`src/rtl/serial_fifo_ctrl_if.sv`:
```
// CPU-side register window between devctrl and serial_fifo_ctrl.
// Single-cycle strobe per access; read data is combinational within the strobe cycle.
interface serial_fifo_ctrl_if;
    logic        enable_i;
    logic        readEnable_i;
    logic [1:0]  addr_i;
    logic [31:0] dataSave_i;
    logic [31:0] dataLoad_o;

    modport master (
        output enable_i,
        output readEnable_i,
        output addr_i,
        output dataSave_i,
        input  dataLoad_o
    );

    modport slave (
        input  enable_i,
        input  readEnable_i,
        input  addr_i,
        input  dataSave_i,
        output dataLoad_o
    );
endinterface

```
`src/rtl/serial_fifo_ctrl.sv`:
```
// Buffered UART controller: RX/TX FIFOs, status/ctrl registers, level and TX-empty interrupts.
// Reads are same-cycle; full FIFOs drop bytes and set sticky overrun/overflow flags.
module serial_fifo_ctrl #(
    parameter int RX_DEPTH = 16,
    parameter int TX_DEPTH = 16
) (
    input  logic                  clk,
    input  logic                  rst_n,
    serial_fifo_ctrl_if.slave     bus,
    output logic                  int_o,
    input  logic                  rxdReady_i,
    input  logic [7:0]            rxdData_i,
    input  logic                  txdBusy_i,
    output logic                  txdStart_o,
    output logic [7:0]            txdData_o
);
    localparam int RX_AW = $clog2(RX_DEPTH);
    localparam int TX_AW = $clog2(TX_DEPTH);
    localparam int RX_CW = RX_AW + 1;
    localparam int TX_CW = TX_AW + 1;
    localparam logic [RX_CW-1:0] RX_FULL = RX_CW'(RX_DEPTH);
    localparam logic [TX_CW-1:0] TX_FULL = TX_CW'(TX_DEPTH);

    typedef enum logic [1:0] {S_IDLE, S_START, S_HOLD, S_WAIT} tx_state_t;

    tx_state_t state, state_nxt;

    logic [7:0]       rx_mem [RX_DEPTH];
    logic [RX_AW-1:0] rx_wr_ptr, rx_rd_ptr;
    logic [RX_CW-1:0] rx_count;
    logic [7:0]       tx_mem [TX_DEPTH];
    logic [TX_AW-1:0] tx_wr_ptr, tx_rd_ptr;
    logic [TX_CW-1:0] tx_count;

    logic       rxie, txie, rxovr, txovf;
    logic [7:0] thresh;
    logic       tx_load;

    logic acc_rd, acc_wr, data_rd, data_wr, ctrl_wr, thr_wr, flush, ovf_clr;
    logic rx_empty, rx_full, rx_pop, rx_push, rx_drop;
    logic tx_empty, tx_full, tx_pop, tx_push, tx_drop, tx_idle;
    logic [7:0]  thr_eff;
    logic        int_d;
    logic [31:0] status;
    logic        unused_bits;

    assign unused_bits = ^bus.dataSave_i[31:8];

    assign acc_rd  = bus.enable_i & bus.readEnable_i;
    assign acc_wr  = bus.enable_i & ~bus.readEnable_i;
    assign data_rd = acc_rd & (bus.addr_i == 2'd0);
    assign data_wr = acc_wr & (bus.addr_i == 2'd0);
    assign ctrl_wr = acc_wr & (bus.addr_i == 2'd2);
    assign thr_wr  = acc_wr & (bus.addr_i == 2'd3);
    assign flush   = ctrl_wr & bus.dataSave_i[3];
    assign ovf_clr = ctrl_wr & bus.dataSave_i[2];

    // A pop in the same cycle frees the slot, so a full RX still accepts the byte.
    assign rx_empty = (rx_count == '0);
    assign rx_full  = (rx_count == RX_FULL);
    assign rx_pop   = data_rd & ~rx_empty;
    assign rx_push  = rxdReady_i & (~rx_full | rx_pop);
    assign rx_drop  = rxdReady_i & rx_full & ~rx_pop;

    assign tx_empty = (tx_count == '0);
    assign tx_full  = (tx_count == TX_FULL);
    assign tx_push  = data_wr & ~tx_full;
    assign tx_drop  = data_wr & tx_full;
    assign tx_pop   = (state == S_START) & ~tx_empty & ~flush;
    assign tx_idle  = tx_empty & (state == S_IDLE);

    always_ff @(posedge clk) begin
        if (rx_push && !flush) rx_mem[rx_wr_ptr] <= rxdData_i;
        if (tx_push && !flush) tx_mem[tx_wr_ptr] <= bus.dataSave_i[7:0];
    end

    always_ff @(posedge clk or negedge rst_n) begin
        if (!rst_n) begin
            rx_wr_ptr <= '0;
            rx_rd_ptr <= '0;
            rx_count  <= '0;
        end else if (flush) begin
            rx_wr_ptr <= '0;
            rx_rd_ptr <= '0;
            rx_count  <= '0;
        end else begin
            if (rx_push) rx_wr_ptr <= rx_wr_ptr + RX_AW'(1);
            if (rx_pop)  rx_rd_ptr <= rx_rd_ptr + RX_AW'(1);
            if (rx_push && !rx_pop)      rx_count <= rx_count + RX_CW'(1);
            else if (!rx_push && rx_pop) rx_count <= rx_count - RX_CW'(1);
        end
    end

    always_ff @(posedge clk or negedge rst_n) begin
        if (!rst_n) begin
            tx_wr_ptr <= '0;
            tx_rd_ptr <= '0;
            tx_count  <= '0;
        end else if (flush) begin
            tx_wr_ptr <= '0;
            tx_rd_ptr <= '0;
            tx_count  <= '0;
        end else begin
            if (tx_push) tx_wr_ptr <= tx_wr_ptr + TX_AW'(1);
            if (tx_pop)  tx_rd_ptr <= tx_rd_ptr + TX_AW'(1);
            if (tx_push && !tx_pop)      tx_count <= tx_count + TX_CW'(1);
            else if (!tx_push && tx_pop) tx_count <= tx_count - TX_CW'(1);
        end
    end

    always_ff @(posedge clk or negedge rst_n) begin
        if (!rst_n) state <= S_IDLE;
        else        state <= state_nxt;
    end

    // HOLD ignores busy for one cycle because the transmitter raises busy a cycle late.
    always_comb begin
        state_nxt  = state;
        txdStart_o = 1'b0;
        tx_load    = 1'b0;
        case (state)
            S_IDLE: begin
                if (!tx_empty && !txdBusy_i) begin
                    state_nxt = S_START;
                    tx_load   = 1'b1;
                end
            end
            S_START: begin
                txdStart_o = 1'b1;
                state_nxt  = S_HOLD;
            end
            S_HOLD:  state_nxt = S_WAIT;
            S_WAIT:  if (!txdBusy_i) state_nxt = S_IDLE;
            default: state_nxt = S_IDLE;
        endcase
    end

    always_ff @(posedge clk or negedge rst_n) begin
        if (!rst_n)       txdData_o <= 8'h00;
        else if (tx_load) txdData_o <= tx_mem[tx_rd_ptr];
    end

    // A new overrun in the same cycle as a clear wins, so no event is lost.
    always_ff @(posedge clk or negedge rst_n) begin
        if (!rst_n) begin
            rxovr  <= 1'b0;
            txovf  <= 1'b0;
            rxie   <= 1'b0;
            txie   <= 1'b0;
            thresh <= 8'd1;
            int_o  <= 1'b0;
        end else begin
            if (rx_drop)      rxovr <= 1'b1;
            else if (ovf_clr) rxovr <= 1'b0;
            if (tx_drop)      txovf <= 1'b1;
            else if (ovf_clr) txovf <= 1'b0;
            if (ctrl_wr) begin
                rxie <= bus.dataSave_i[0];
                txie <= bus.dataSave_i[1];
            end
            if (thr_wr) thresh <= bus.dataSave_i[7:0];
            int_o <= int_d;
        end
    end

    assign thr_eff = (thresh == 8'd0) ? 8'd1 : thresh;
    assign int_d   = (rxie & ((9'(rx_count) >= {1'b0, thr_eff}) | rxovr)) | (txie & tx_idle);

    assign status = {8'h00, 8'(tx_count), 8'(rx_count), 3'b000,
                     tx_idle, txovf, rxovr, ~rx_empty, ~tx_full};

    always_comb begin
        bus.dataLoad_o = 32'h0;
        if (acc_rd) begin
            case (bus.addr_i)
                2'd0:    if (!rx_empty) bus.dataLoad_o = {24'h0, rx_mem[rx_rd_ptr]};
                2'd1:    bus.dataLoad_o = status;
                2'd2:    bus.dataLoad_o = {30'h0, txie, rxie};
                default: bus.dataLoad_o = {24'h0, thresh};
            endcase
        end
    end
endmodule
```
`src/flat_wrapper.sv`:
```
// flat-port wrapper written by rule: the top's interface ports become plain ports
module serial_fifo_ctrl_flat 
#(
    parameter int RX_DEPTH = 16,
    parameter int TX_DEPTH = 16
)
  (clk, rst_n, int_o, rxdReady_i, rxdData_i, txdBusy_i, txdStart_o, txdData_o, bus_enable_i, bus_readEnable_i, bus_addr_i, bus_dataSave_i, bus_dataLoad_o);
  serial_fifo_ctrl_if bus_i ();
  input  logic clk;
  input  logic rst_n;
  output logic int_o;
  input  logic rxdReady_i;
  input  logic [7:0] rxdData_i;
  input  logic txdBusy_i;
  output logic txdStart_o;
  output logic [7:0] txdData_o;
  input wire logic [$bits(bus_i.enable_i)-1:0] bus_enable_i;
  input wire logic [$bits(bus_i.readEnable_i)-1:0] bus_readEnable_i;
  input wire logic [$bits(bus_i.addr_i)-1:0] bus_addr_i;
  input wire logic [$bits(bus_i.dataSave_i)-1:0] bus_dataSave_i;
  output wire logic [$bits(bus_i.dataLoad_o)-1:0] bus_dataLoad_o;
  assign bus_i.enable_i = bus_enable_i;
  assign bus_i.readEnable_i = bus_readEnable_i;
  assign bus_i.addr_i = bus_addr_i;
  assign bus_i.dataSave_i = bus_dataSave_i;
  assign bus_dataLoad_o = bus_i.dataLoad_o;
  serial_fifo_ctrl #(.RX_DEPTH(RX_DEPTH), .TX_DEPTH(TX_DEPTH)) u_core (.clk(clk), .rst_n(rst_n), .bus(bus_i), .int_o(int_o), .rxdReady_i(rxdReady_i), .rxdData_i(rxdData_i), .txdBusy_i(txdBusy_i), .txdStart_o(txdStart_o), .txdData_o(txdData_o));
endmodule
```
`config.mk`:
```
export PLATFORM = sky130hd
export DESIGN_NAME = serial_fifo_ctrl_flat
export DESIGN_NICKNAME = d
export VERILOG_FILES = /design/src/rtl/serial_fifo_ctrl_if.sv /design/src/rtl/serial_fifo_ctrl.sv /design/src/flat_wrapper.sv
export SDC_FILE = /design/constraint.sdc
export NUM_CORES = 1
export LEC_CHECK = 0
export ABC_AREA = 1
export CAP_MARGIN = 10
export CORE_MARGIN = 5
export CORE_UTILIZATION = 45
export CTS_CLUSTER_DIAMETER = 200
export DETAILED_ROUTE_END_ITERATION = 16
export PLACE_DENSITY_LB_ADDON = 0.12
export SLEW_MARGIN = 20
export SYNTH_ARGS = -nofsm -noshare
export SYNTH_HDL_FRONTEND = slang
export SYNTH_SLANG_ARGS = --single-unit
```
`constraint.sdc`:
```
create_clock -name clk -period 2.2 [get_ports clk]
set_input_delay 0.55 -clock clk [delete_from_list [all_inputs] [get_ports clk]]
set_output_delay 0.55 -clock clk [all_outputs]
set_load 0.1 [all_outputs]
```
# Word-level counts from Yosys, hierarchy flattened

Memories as Yosys holds them, arrays and structs flattened. A register that Yosys moved wholly into a read port is not among the register bits.
Index checks and enable logic that the tools add are counted.

Flip-flop bits (word level): 41
Bits in writable memories: 256
Output and inout port bits: 42
Memories kept: 2

$add $sub $neg: 8
Magnitude comparators: 1
Eq/ne operators: 10
Mux-type cells: 31
Bitwise operators: 29
Reduce and logical (&&, ||, !) cells: 29

Memory list:

| memory        | depth | width | rd ports | clocked after memory_dff | write ports | RTL line               | RTL |
|---|---|---|---|---|---|---|---|
| u_core.rx_mem | 16    | 8     | 1        | 0                        | 1           | serial_fifo_ctrl.sv:28 | `logic [7:0] rx_mem [RX_DEPTH];` |
| u_core.tx_mem | 16    | 8     | 1        | 1                        | 1           | serial_fifo_ctrl.sv:31 | `logic [7:0] tx_mem [TX_DEPTH];` |

Operators by type and width:

| kind                                                 | number |
|---|---|
| one-hot mux 21 bit (3 select lines)                  | 1 |
| two-way mux 32 bit                                   | 1 |
| two-way mux 4 bit                                    | 8 |
| two-way mux 5 bit                                    | 6 |
| bitwise AND 1 bit                                    | 19 |
| adder 4 x 1 -> 4 bit (second input constant)         | 4 |
| two-way mux 8 bit                                    | 2 |
| nonzero test 2 bit                                   | 6 |
| adder 5 x 1 -> 5 bit (second input constant)         | 2 |
| equality test 5 bit (second input constant)          | 2 |
| zero test 5 bit                                      | 2 |
| two-way mux 1 bit                                    | 10 |
| subtractor 5 x 1 -> 5 bit (second input constant)    | 2 |
| equality test 2 bit (second input constant)          | 4 |
| greater-or-equal comparator 5 x 8 -> 1 bit           | 1 |
| zero test 1 bit                                      | 8 |
| zero test 8 bit                                      | 1 |
| one-hot mux 2 bit (4 select lines)                   | 1 |
| logical AND 1 bit                                    | 7 |
| inverter 1 bit                                       | 7 |
| nonzero test 3 bit                                   | 2 |
| equality test 2 x 1 -> 1 bit (second input constant) | 2 |
| zero test 2 bit                                      | 2 |
| two-way mux 2 bit                                    | 2 |
| 3 further kinds                                      | 6 |

# Longest topological paths before layout

Gate-level depths: netlist of run 1.

Depth after elaboration: 10
Depth in mapped cells: 16
Gate-level depth less buffers: 16

# Worst setup path before layout of run 1

OpenSTA, ideal clock, no wires.

Path type: input -> output
Start point: input port bus_addr_i[1]
End point: output port bus_dataLoad_o[10]
Arrival: 3.108 ns
Required time: 1.650 ns
Slack: -1.458 ns
Stages: 4
Cell sequence: buf_6 -> nor2_1 -> clkinv_1 -> nor3_1

Word-level cells in the longest chain between the ends: 3

Ends and longest elaborated chain:

| what                                        | RTL line                | RTL |
|---|---|---|
| start: declaration                          | flat_wrapper.sv:19      | `input wire logic [$bits(bus_i.addr_i)-1:0] bus_addr_i;` |
| equality test 2 bit (tied with other cells) | serial_fifo_ctrl.sv:175 | `case (bus.addr_i)` |
| one-hot mux 21 bit (3 select lines) (*)     | serial_fifo_ctrl.sv:175 |  |
| two-way mux 32 bit (*)                      | serial_fifo_ctrl.sv:174 | `if (acc_rd) begin` |
| end: declaration                            | flat_wrapper.sv:21      | `output wire logic [$bits(bus_i.dataLoad_o)-1:0] bus_dataLoad_o;` |

Every way passes the cells marked *; elsewhere a longest branch is shown, timed or not.

# Worst setup path after layout of run 1

Start point: register u_core.rx_rd_ptr[0]
End point: output port bus_dataLoad_o[6]

Word-level cells in the longest chain between the ends: 4

Ends and longest elaborated chain:

| what                                | RTL line                | RTL |
|---|---|---|
| start: declaration                  | serial_fifo_ctrl.sv:29  | `logic [RX_AW-1:0] rx_wr_ptr, rx_rd_ptr;` |
| start signal: assignment            | serial_fifo_ctrl.sv:88  | `if (rx_pop) rx_rd_ptr <= rx_rd_ptr + RX_AW'(1);` |
| memory (16 x 8 bit)                 | --                      |  |
| two-way mux 8 bit                   | serial_fifo_ctrl.sv:176 | `2'd0: if (!rx_empty) bus.dataLoad_o = {24'h0, rx_mem[rx_rd_ptr]};` |
| one-hot mux 21 bit (3 select lines) | serial_fifo_ctrl.sv:175 |  |
| two-way mux 32 bit                  | serial_fifo_ctrl.sv:174 |  |

No other way between the ends.

==> results.sh, run 1 <==
export IMPL_dp_hpwl_mm=22.1
export IMPL_coreArea_um2=29800
export IMPL_synth_largest_area_cell="edfxtp_1"
export IMPL_power_leakage_nw=7.02
export IMPL_critical_path_reg2reg_startpoint="u_core.rx_count[2]$_DFFE_PN0P_"
export IMPL_final_period_minus_worst_setup_slack_ps=2820
export IMPL_critPathSlowestCell="dfrtp_2"
export IMPL_rr_worst_depth=14
export IMPL_fmax_mhz=354
export IMPL_fp_dieW_um=184
export IMPL_gr_total_overflow=0
export IMPL_grt_use_total=0.203
export IMPL_nFillCells=2492
export IMPL_synth_edff_count=256
export IMPL_iteration_count_of_the_initial_detailed_routing_pass=5
export IMPL_cts_buffers=34
export IMPL_nets=1518
export IMPL_cpPeakStageDelay_ps=460
export IMPL_cp_arrival_ps=2270
export IMPL_max_cap_violations=0
export IMPL_tightestPinTransition_ps=663
export IMPL_grt_start_max_net_pins=67
export IMPL_cts_root_buf="clkbuf_16"
export IMPL_clk_pin_slew_worst_paths_ps=60
export IMPL_first_pass_grt_wire_length_mm=53.8
export IMPL_clock_sink_count=305
export IMPL_finalSetupViolCount=8
export IMPL_worstPathRequired_ps=1650
export IMPL_async_flop_share=0.161
export IMPL_place_port_buffers=51
export IMPL_final_period_utilization=1.28
export IMPL_number_of_global_route_vias_before_repair=9426
export IMPL_avg_wl_per_cell_um=18.4
export IMPL_power_per_cell_area_nw_per_um2=1240
export IMPL_multi_input_gate_area_um2=4530
export IMPL_critical_path_cell_chain="clkinv_4, buf_12, buf_12, o21ai_0, o211ai_1, nand3_1, nand2_1, nand2_1, nand2_2, buf_12"
export IMPL_synth_seq_cells=305
export IMPL_synth_seq_area_share=0.654
export IMPL_fin_area_um2=17600
export IMPL_initial_util=0.458
export IMPL_total_wirelength_mm=34.1
export IMPL_insertedDiodeCount=0
export IMPL_start_kind="flop"
export IMPL_ys_top_cells_by_area="edfxtp_1 56%, dfrtp_1 8.8%, nand2_1 5.8%, nor2_1 5.0%, nand3_1 4.2%"
export IMPL_rsz0062_at_grt="yes"
export IMPL_max_vdd_ir_drop_mv=0.698
export IMPL_synth_main_ff_cell="edfxtp_1"
export IMPL_detail_route_iter0_violations=701
export IMPL_cts_tree="built"
export IMPL_hold_buffers=0
export IMPL_antenna_found_initial=0
export IMPL_post_place_ws_ps=-602
export IMPL_worst_clock_skew_ps=18.3
export IMPL_post_synth_top_area_fraction=0.564
export IMPL_synth_lib_cells_used_distinct=36
export IMPL_violations="setup timing"
export IMPL_place_gp_congestion=0.837
export IMPL_holdCritPathClass="in2async"
export IMPL_via_count=9661
export IMPL_timing_max_transition_violations_final=0
export IMPL_htree_num_levels=2
export IMPL_worst_setup_path_type="reg2out"
export IMPL_setup_ws_ps=-622
export IMPL_endpoint="bus_dataLoad_o[6]"
export IMPL_post_route_cells_drive_above_1_share=0.258
export IMPL_final_hold_viol_count=0
export IMPL_regArea_um2=8920
export IMPL_synth_warning_count=0
export IMPL_areaGrowthSynthToFinish_pct=29.1
export IMPL_slew_limit_headroom=0.557
export IMPL_timing_rr_end="u_core.rx_count[4]$_DFFE_PN0P_"
export IMPL_num_io_pins=90
export IMPL_run_status="finished with violations"
export IMPL_synth_avg_cell_area_um2=10.8
export IMPL_chipHeight_um=184
export IMPL_ant_nets=0
export IMPL_ff_to_ff_setup_slack_ps=70
export IMPL_clk_latency_ps=520
export IMPL_setup_worst_path_start="u_core.rx_rd_ptr[0]$_DFFE_PN0P_"
export IMPL_critical_path_peak_fanout=10
export IMPL_maximum_buffer_depth_of_the_clock_tree=3
export IMPL_timing_critical_path_mode_cell="buf_12"
export IMPL_floorplan_rows=63
export IMPL_detail_route_vias_per_cell=5.21
export IMPL_post_dp_cell_area_um2=15800
export IMPL_design_die_area_um2=33900
export IMPL_worstSetupEndpointType="primary output"
export IMPL_netlist_instances=1261
export IMPL_synthesis_area_um2=13600
export IMPL_drt_drc_violations_left=0
[routing by layer]
layer	vias to the layer above	wire length, um	global-route usage
met1	4712	15700	0.296
met3	33	1810	0.0354
met2	242	16100	0.323
met4	0	474	0.0417
met5	-	0	0
li1	4674	-	-
[registers in the layout (all words and copies together), names as in the netlist, 2 cells and up]
register          count
u_core.rx_count       5
u_core.rx_mem       128
u_core.rx_rd_ptr      4
u_core.rx_wr_ptr      4
u_core.state          2
u_core.thresh         8
u_core.tx_count       5
u_core.tx_mem       128
u_core.tx_rd_ptr      4
u_core.tx_wr_ptr      4
u_core.txdData_o      8
[cell families after synthesis]
group | share of synthesized area
simple gates | 0.167
other cells | 0.000275
flops | 0.654
compound gates | 0.0782
fa+ha+maj | 0.0277
xor+xnor | 0.00707
buf+inv | 0.0637
mux | 0.00165
[synthesized netlist by cell type, types with 10 or more instances]
cell and number:
ha_1 27, o21ai_0 102, nor3_1 14, dfrtp_1 48, o211ai_1 41, nor2_1 181, o21ai_1 21, buf_4 22
a21oi_1 19, buf_6 10, nand2_1 210, buf_2 27, clkbuf_1 11, inv_1 96, edfxtp_1 256, nand3_1 115
[stage by stage]
stage	setup TNS [ps]	hold slack, ps	total power, mW	cells	utilization
3_3_place_gp	-116360	468	15.3	1778	0.531
4_1_cts	-4870	7.17	21.5	1852	0.583
3_5_place_dp	-120640	466	15.4	1778	0.531
2_1_floorplan	-1530	254	12.7	1274	-
5_1_grt	-5730	35.9	23.0	1855	0.591
6_report	-4760	13.7	21.7	1855	0.591
[worst min path at each step]
stage | cells after the start | endpoint | slack (ps)
finish | 1 | u_core.txdData_o[0]$_DFFE_PN0P_ | 10
global route | 1 | u_core.txdData_o[5]$_DFFE_PN0P_ | 40
CTS | 1 | u_core.tx_rd_ptr[3]$_DFFE_PN0P_ | 7
detailed placement | 2 | u_core.txdData_o[4]$_DFFE_PN0P_ | 470
global placement | 2 | u_core.txdData_o[4]$_DFFE_PN0P_ | 470
floorplan | 0 | u_core.int_o$_DFF_PN0_ | 250
[placed cells by master, fill, tap and decap left out, types with 35 or more instances in the layout]
cell type  instances
nor2_1           171
nand2_1          184
o211ai_1          41
clkbuf_16         35
o21ai_0           92
buf_4            128
nand3_2           40
dfrtp_1           45
nand3_1           72
edfxtp_1         256
inv_1             88
buf_12            36
[power by group]
part | switching, mW | total [mW] | internal (mW)
combinational | 5.61 | 9.01 | 3.40
clock | 2.23 | 5.44 | 3.21
sequential | 0.413 | 7.29 | 6.88
total | 8.25 | 21.7 | 13.5
[cell type report]
type	instances	area share
sequential	305	0.507
multi-input combinational	790	0.258
timing repair buffer	200	0.121
clock buffer	39	0.0518
tap	390	0.0277
inverter	109	0.0250
clock inverter	21	0.00953
timing repair inverter	1	0.000924
[critical path, delay by kind of cell, from the launching register on]
family	cells	cell delay, ps
flip-flops	1	460
AND/OR/NAND/NOR	4	370
buffers and inverters	4	600
AO/OA/AOI/OAI	2	330
[repair_timing]
action,4_1_cts,5_1_grt
endpoints found under the setup margin,22,19
gates resized for setup,78,68
setup buffers,8,4
cloned,6,0
pin swaps,34,57
Power figures use the tool's default switching activity.
==> run 2: changes to the inputs <==
--- a/config.mk
+++ b/config.mk
@@ -10,6 +10,7 @@
 export CORE_MARGIN = 5
 export CORE_UTILIZATION = 45
 export CTS_CLUSTER_DIAMETER = 200
+export CTS_CLUSTER_SIZE = 14
 export DETAILED_ROUTE_END_ITERATION = 16
 export PLACE_DENSITY_LB_ADDON = 0.12
 export SLEW_MARGIN = 20
==> results.sh, run 2 (same netlist as run 1, synthesis figures left out) <==
export IMPL_ant_nets=0
export IMPL_areaGrowthSynthToFinish_pct=26.8
export IMPL_insertedDiodeCount=0
export IMPL_coreArea_um2=29800
export IMPL_routed_wl_met3_mm=1.70
export IMPL_totalPowerFinal_mw=20.5
export IMPL_run_status="finished with violations"
export IMPL_dp_hpwl_mm=22.1
export IMPL_iteration_count_of_the_initial_detailed_routing_pass=8
export IMPL_final_instance_count_excl_fill=1843
export IMPL_post_place_ws_ps=-602
export IMPL_antenna_found_initial=0
export IMPL_setup_ws_ps=-655
export IMPL_final_cell_mix="256 x edfxtp_1, 181 x nand2_1, 171 x nor2_1, 128 x buf_4, 94 x o21ai_0"
export IMPL_avg_wl_per_cell_um=18.5
export IMPL_holdCritPathClass="in2reg"
export IMPL_detail_route_iter0_violations=664
export IMPL_clk_pin_slew_worst_paths_ps=80
export IMPL_gr_total_overflow=0
export IMPL_power_per_cell_area_nw_per_um2=1190
export IMPL_cp_arrival_ps=2310
export IMPL_initial_util=0.458
export IMPL_layout_top_registers="u_core.rx_mem (128), u_core.tx_mem (128)"
export IMPL_total_wirelength_mm=34.1
export IMPL_grt_use_total=0.202
export IMPL_route_layer_met1_wl_mm=15.6
export IMPL_mostFrequentLayoutCell="edfxtp_1"
export IMPL_number_of_global_route_vias_before_repair=9301
export IMPL_fin_area_um2=17300
export IMPL_chipHeight_um=184
export IMPL_worstSetupEndpointType="primary output"
export IMPL_worstPathRequired_ps=1650
export IMPL_maximum_buffer_depth_of_the_clock_tree=3
export IMPL_cts_tree="built"
export IMPL_fin_setup_tns_ps=-5110
export IMPL_fmax_mhz=350
export IMPL_cts_root_buf="clkbuf_16"
export IMPL_clock_sink_count=305
export IMPL_grt_start_max_net_pins=67
export IMPL_design_die_area_um2=33900
export IMPL_first_pass_grt_wire_length_mm=53.7
export IMPL_cts_buffers=25
export IMPL_nets=1511
export IMPL_critical_path_peak_fanout=7
export IMPL_fp_dieW_um=184
export IMPL_max_cap_violations=0
export IMPL_start_kind="flop"
export IMPL_final_period_minus_worst_setup_slack_ps=2860
export IMPL_finalSetupViolCount=8
export IMPL_placed_cells_incl_taps=1778
export IMPL_rsz0062_at_grt="yes"
export IMPL_clk_latency_ps=530
export IMPL_timing_hold_ws_ps=453
export IMPL_dr_wl_met2_mm=16.2
export IMPL_post_dp_cell_area_um2=15800
export IMPL_timing_max_transition_violations_final=0
export IMPL_power_leakage_nw=6.84
export IMPL_post_route_cells_drive_above_1_share=0.248
export IMPL_post_route_util=0.580
export IMPL_final_period_utilization=1.30
export IMPL_htree_num_levels=1
export IMPL_final_hold_viol_count=0
export IMPL_detail_route_vias_per_cell=5.22
export IMPL_place_gp_congestion=0.837
export IMPL_place_port_buffers=51
export IMPL_worst_setup_path_type="reg2out"
export IMPL_via_count=9620
export IMPL_tightestPinTransition_ps=655
export IMPL_drt_drc_violations_left=0
export IMPL_violations="setup timing"
export IMPL_num_io_pins=90
export IMPL_topRoutingLayerUsed="met4"
export IMPL_max_vdd_ir_drop_mv=0.753
export IMPL_floorplan_rows=63
export IMPL_slew_limit_headroom=0.562
export IMPL_worst_clock_skew_ps=13.2
[run 2: cell count changes in the layout (fill, tap and decap cells not counted), moves of 3 or more]
cell and change:
nand3_2 -6, nand3_4 +3, nand3_1 +3, clkinv_2 -5
clkbuf_16 -10, clkbuf_1 +17, nand2_1 -3, clkinv_1 -10
[run 2: worst max-delay path: stages (launching register included)]
cell and delay [ps]:
dfrtp_2 460, clkinv_4 140, buf_6 150, buf_16 130, buf_4 130, o21ai_1 120
o211ai_1 110, nand3_1 100, nand2_1 80, nand2_1 80, nand2_2 90, buf_12 170
[run 2: cell type report]
class | count | area (um2)
clock inverters | 2 | 13.8
repair inverters | 1 | 16.3
well taps | 390 | 488
repair buffers | 202 | 2160
multi-input cells | 790 | 4550
flip-flops and latches | 305 | 8920
inverters | 109 | 440
fillers | 2531 | 12500
clock buffers | 44 | 697
[run 2: report_power, final]
group,internal [mW],switching [mW],leakage [nW]
sequential,6.87,0.414,2.91
combinational,3.47,5.63,3.59
clock,2.14,1.98,0.339
[run 2: worst paths after layout]
path | to | cells after the start | startpoint | slack, ps
worst max-delay path | bus_dataLoad_o[5] | 11 | u_core.rx_rd_ptr[0]$_DFFE_PN0P_ | -660
min in group asynchronous | u_core.txdData_o[5]$_DFFE_PN0P_ | 2 | rst_n | 540
max in group asynchronous | u_core.thresh[0]$_DFFE_PN1P_ | 3 | rst_n | 1060
worst min-delay path | u_core.txovf$_DFFE_PN0P_ | 5 | bus_addr_i[1] | 450
worst min register to register | u_core.txdData_o[4]$_DFFE_PN0P_ | 2 | u_core.txdData_o[4]$_DFFE_PN0P_ | 480
worst max register to register | u_core.rx_count[4]$_DFFE_PN0P_ | 14 | u_core.rx_count[2]$_DFFE_PN0P_ | 40
[run 2: repair_timing]
action / 4_1_cts / 5_1_grt
hold buffers: 1 / 0
pin swaps: 36 / 50
setup buffers: 8 / 4
gates resized for setup: 80 / 67
hold endpoints to repair: 17 / 0
cloned: 6 / 0
endpoints found under the setup margin: 21 / 19
[run 2: per-layer routing]
layer  up-vias  track usage
met3        35       0.0251
met1      4704        0.302
met5         -            0
met2       235        0.325
met4         0       0.0349
li1       4646            -
